## src/rtl/clock_pkg.sv

```systemverilog
// Shared types, field moduli and BCD helpers for the digital clock datapath.
package clock_pkg;

  typedef logic [3:0] bcd_digit_t;

  localparam int MOD_HOUR   = 24;
  localparam int MOD_MIN    = 60;
  localparam int MOD_SEC    = 60;
  localparam int MAX_DIGITS = 8;

  // Decode the low 'digits' BCD digits of a packed bus into binary.
  function automatic logic [31:0] bcd_to_bin(input logic [31:0] bcd, input int digits);
    logic [31:0] acc;
    bcd_digit_t  d;
    acc = '0;
    for (int i = MAX_DIGITS - 1; i >= 0; i--) begin
      if (i < digits) begin
        d   = bcd[4*i +: 4];
        acc = acc * 32'd10 + {28'd0, d};
      end
    end
    return acc;
  endfunction

  // True when every one of the low 'digits' nibbles is a legal decimal digit.
  function automatic logic bcd_valid(input logic [31:0] bcd, input int digits);
    logic ok;
    ok = 1'b1;
    for (int i = 0; i < MAX_DIGITS; i++) begin
      if (i < digits && bcd[4*i +: 4] > 4'd9) ok = 1'b0;
    end
    return ok;
  endfunction

endpackage

```

## src/rtl/bin2bcd.sv

```systemverilog
// Combinational binary to packed-BCD converter (shift-and-add-3).
// The caller guarantees the binary input is below 10^DIGITS.
module bin2bcd #(
  parameter int DIGITS = 2,
  parameter int BIN_W  = 5
) (
  input  logic [BIN_W-1:0]    bin,
  output logic [4*DIGITS-1:0] bcd
);

  // Double-dabble: correct each digit >= 5 before shifting in the next bit.
  always_comb begin
    bcd = '0;
    for (int i = BIN_W - 1; i >= 0; i--) begin
      for (int d = 0; d < DIGITS; d++) begin
        if (bcd[4*d +: 4] >= 4'd5) bcd[4*d +: 4] = bcd[4*d +: 4] + 4'd3;
      end
      bcd = {bcd[4*DIGITS-2:0], bin[i]};
    end
  end

endmodule

```

## src/rtl/counter_bcd_mod.sv

```systemverilog
// BCD modulo counter for one time field (hours, minutes or seconds).
// Counts carry pulses up or down, accepts validated presets, emits a
// chaining carry/borrow, and renders a 12/24-hour display for hour fields.
module counter_bcd_mod
  import clock_pkg::*;
#(
  parameter int DIGITS  = 2,
  parameter int MODULUS = 24,
  parameter int CW      = $clog2(MODULUS)
) (
  input  logic                clk,
  input  logic                CR,
  input  logic                cin,
  input  logic                up_dn,
  input  logic                PE,
  input  logic [4*DIGITS-1:0] pre_val,
  input  logic                mode12,
  output logic [4*DIGITS-1:0] show_val,
  output logic                cout,
  output logic                pm,
  output logic                pre_err
);

  // Display path is at least 4 bits wide so the constant 12 always fits.
  localparam int            BW      = (CW < 4) ? 4 : CW;
  localparam int            SW      = 4 * DIGITS;
  localparam bit            IS_HOUR = (MODULUS == MOD_HOUR);
  localparam logic [CW-1:0] CNT_MAX = CW'(MODULUS - 1);

  logic [CW-1:0] cnt;
  logic [CW-1:0] cnt_nxt;
  logic          cout_nxt;
  logic          err_nxt;
  logic          pm_nxt;
  logic [31:0]   pre_dec;
  logic          pre_ok;
  logic [BW-1:0] cnt_ext;
  logic [BW-1:0] disp_bin;
  logic [SW-1:0] disp_bcd;

  assign pre_dec = bcd_to_bin(32'(pre_val), DIGITS);
  assign pre_ok  = bcd_valid(32'(pre_val), DIGITS) && (pre_dec < 32'(MODULUS));

  // Next count: preset beats counting; a carry arriving with a preset is dropped.
  always_comb begin
    cnt_nxt  = cnt;
    cout_nxt = 1'b0;
    err_nxt  = 1'b0;
    if (PE) begin
      if (pre_ok) cnt_nxt = CW'(pre_dec);
      else        err_nxt = 1'b1;
    end else if (cin) begin
      if (up_dn) begin
        if (cnt == CNT_MAX) begin
          cnt_nxt  = '0;
          cout_nxt = 1'b1;
        end else begin
          cnt_nxt = cnt + CW'(1);
        end
      end else begin
        if (cnt == '0) begin
          cnt_nxt  = CNT_MAX;
          cout_nxt = 1'b1;
        end else begin
          cnt_nxt = cnt - CW'(1);
        end
      end
    end
  end

  // Display value from the next count; 12h folding applies to hour fields only.
  always_comb begin
    cnt_ext  = BW'(cnt_nxt);
    disp_bin = cnt_ext;
    pm_nxt   = 1'b0;
    if (IS_HOUR) begin
      pm_nxt = (cnt_ext >= BW'(12));
      if (mode12) begin
        if (cnt_ext >= BW'(12)) disp_bin = cnt_ext - BW'(12);
        if (disp_bin == '0)     disp_bin = BW'(12);
      end
    end
  end

  bin2bcd #(
    .DIGITS (DIGITS),
    .BIN_W  (BW)
  ) u_bin2bcd (
    .bin (disp_bin),
    .bcd (disp_bcd)
  );

  // Count and output registers; clear overrides everything and emits no pulse.
  always_ff @(posedge clk) begin
    if (CR) begin
      cnt      <= '0;
      show_val <= '0;
      cout     <= 1'b0;
      pm       <= 1'b0;
      pre_err  <= 1'b0;
    end else begin
      cnt      <= cnt_nxt;
      show_val <= disp_bcd;
      cout     <= cout_nxt;
      pm       <= pm_nxt;
      pre_err  <= err_nxt;
    end
  end

endmodule

```

## config.mk

```make
export PLATFORM = sky130hd
export DESIGN_NAME = counter_bcd_mod
export DESIGN_NICKNAME = d
export VERILOG_FILES = /design/src/rtl/clock_pkg.sv /design/src/rtl/bin2bcd.sv /design/src/rtl/counter_bcd_mod.sv
export SDC_FILE = /design/constraint.sdc
export NUM_CORES = 1
export LEC_CHECK = 0
export ABC_AREA = 1
export CAP_MARGIN = 10
export CORE_ASPECT_RATIO = 0.7
export CORE_MARGIN = 1
export CORE_UTILIZATION = 45
export CTS_BUF_LIST = sky130_fd_sc_hd__clkbuf_2 sky130_fd_sc_hd__clkbuf_4 sky130_fd_sc_hd__clkbuf_8
export CTS_CLUSTER_DIAMETER = 100
export DETAILED_ROUTE_END_ITERATION = 7
export MAX_ROUTING_LAYER = met4
export PLACE_DENSITY = 0.69
export SLEW_MARGIN = 20
export SYNTH_ARGS = -nofsm -noshare
export SYNTH_HDL_FRONTEND = slang
export SYNTH_SLANG_ARGS = --single-unit
```

## constraint.sdc

```tcl
create_clock -name clk -period 6.5 [get_ports clk]
set_input_delay 1.95 -clock clk [delete_from_list [all_inputs] [get_ports clk]]
set_output_delay 1.95 -clock clk [all_outputs]
set_load 0.05 [all_outputs]
```

==> metrics.txt <==
status=complete, no violations; Mapped Area=0.00155 mm^2; Crit path required time=around 6600 ps; Site Rows=17; commonest non-fill, non-tap cells in the layout=56 x nand2_1, 32 x inv_1, 23 x nand3_1; synthesized instance count=about 230; Max Cap Viol=0; Slew HR=66.0%; leakage=approximately 0.9 nW; vias in the first global route=1303; largest net degree at the start of global routing=13; Post-CTS Resized=0; VDD IR max=0.108 mV; CTS tree=yes; post-DR wirelength/cell=roughly 11 um; pre-CTS setup slack=210 ps; ratio of cells with drive above 1 in the final layout=between 10% and 20%; vias per cell=4.74; TNS Setup=0 ps; Antenna Violating Nets Remaining=0; Inserted Clock Buffers=3; Worst path slowest cell=fa_1; Hold WC Path Type=reg2reg; postcts setup bufs=0; Final Hold Viols=0; count of state elements after synthesis=14; # port buffers=22; synth unique cells=33; Power Density=209 mW/mm^2; Crit Path Class=in2reg; period utilization=93.1%; initial antenna violation count=0; placed inst area=0.00181 mm^2; Slew Viols, Final=0; sequential-to-total area share from yosys stat=18.1%; Worst EP arrival=6160 ps; leading post-synthesis cells by cell area=dfxtp_1 18%, nand2_1 14%, ha_1 9.7%; Worst Path Max Fanout=6; die area=0.00368 mm^2; unrepaired setup endpoints after global routing=false; Period minus WS final=6050 ps; Clock transition at path regs=50 ps; Total GRT Usage=20.8%; effective utilization at floorplan=48.2%; Routed WL=~3.2 mm; via count=between 1000 and 1500; top cell type's share of synthesized area=18.1%; worst-margin pin slew=509 ps; first-pass GRT wire length=5.84 mm; final setup fails=0; hpwl dp=2.72 mm; H-tree depth=1; fin area=between 0.0015 and 0.002 mm^2; Final WS setup=451 ps; commonest non-fill, non-tap cell in the layout=nand2_1; critical path capture point type=flip-flop; Fmax achieved=0.165 GHz; Sink Count=14; Fin Clk Skew=1.89 ps; startpoint types=primary input; YS warnings=0; Die Wd=between 70 and 80 um; Initial DRC Count=125; Area Overhead vs Synth=19.9%; clk buf depth=2; hold_buf cts=0; drt first pass iters=4; GP Congestion=0.872; Yosys top cell by area=dfxtp_1; die height=51.1 um; DRC violations left=0; GRT overflow=0; Ant. Diodes=0; clk root buf=clkbuf_8; worst stage delay on the critical path=540 ps; syn avg cell area=6.76 um^2; Total Power=0.388 mW; # nets final=282; Boundary Pins=25; core area=0.00321 mm^2; Clk Latency, worst-skew pair=between 200 and 250 ps
## where the power goes
part	switching, mW	total [mW]	internal [mW]	leakage [nW]
Clock	0.0265	0.0673	0.0408	0.0216
Combinational	0.141	0.218	0.0763	0.764
Sequential	0.00613	0.103	0.0967	0.116
## worst max-delay path: cells and delay by family
family	cells	cell delay, ps
AOI/OAI and AO/OA	2	300
and+or+nand+nor	17	1680
adders and majority gates	5	1430
buffers and inverters	5	790
## flip-flops by register name, summed over array words and instances, names as in the netlist
register,flops
show_val,6
cnt,5
cout,1
pm,1
pre_err,1
## synth_stat cells
cell type / count
nand2_1: 56
or2_0: 1
nor2_1: 18
o21ai_2: 1
clkbuf_1: 1
inv_1: 32
dfxtp_1: 14
xnor2_1: 1
or2_1: 1
or2_4: 1
conb_1: 1
nand2_2: 9
nand4_1: 4
inv_2: 4
nand3_4: 2
ha_1: 12
nor2_2: 1
a21oi_4: 1
buf_2: 1
nor2_4: 5
o21bai_1: 1
fa_1: 2
nor3_2: 1
o21ai_0: 6
nand3_1: 23
nand2_4: 5
buf_4: 2
a221oi_1: 1
a21oi_2: 3
a2111oi_0: 1
a21oi_1: 7
nand3_2: 9
o211ai_1: 2
## metal layers
| metal | track usage, % | up-vias | routed length [um] |
|---|---|---|---|
| li1 | - | 776 | - |
| met1 | 31.9 | 603 | 1870 |
| met2 | 28.7 | 36 | 1240 |
| met3 | 4.14 | 2 | 139 |
| met4 | 1.96 | 0 | 4 |
| met5 | - | - | 0 |
## worst paths after layout
path	from	end	slack, ps	cells past startpoint
max	pre_val[7]	show_val[3]$_SDFF_PP0_	450	29
max reg2reg	cnt[0]$_SDFF_PP0_	show_val[3]$_SDFF_PP0_	3050	25
min reg2reg	cnt[4]$_SDFF_PP0_	cout$_SDFF_PP0_	680	4
min	cnt[4]$_SDFF_PP0_	cout$_SDFF_PP0_	680	4
## cell families after synthesis
logic type	synth area share (%)
flip-flops	18.1
adder cells (fa/ha/maj)	12.3
AO/OA/AOI/OAI	10.1
AND/OR/NAND/NOR	48.4
other	0.242
XOR/XNOR	0.566
buffers and inverters	10.3
## through the flow
step | hold slack [ps] | cells | utilization (%)
final | 679 | 299 | 57.8
after global routing | 733 | 299 | 57.8
after CTS | 667 | 299 | 57.8
after detailed placement | 652 | 296 | 56.5
after global placement | 672 | 296 | 56.5
after floorplan | 576 | 230 | -
## final cells by class
cell class                      instances  area, um^2
Sequential cell                        14         280
Fill cell                             313        1360
Multi-Input combinational cell        176        1110
Inverter                               36         135
Timing Repair Buffer                   23         228
Tap cell                               47        58.8
Clock buffer                            3        41.3
(Power assumes the default switching activity.)
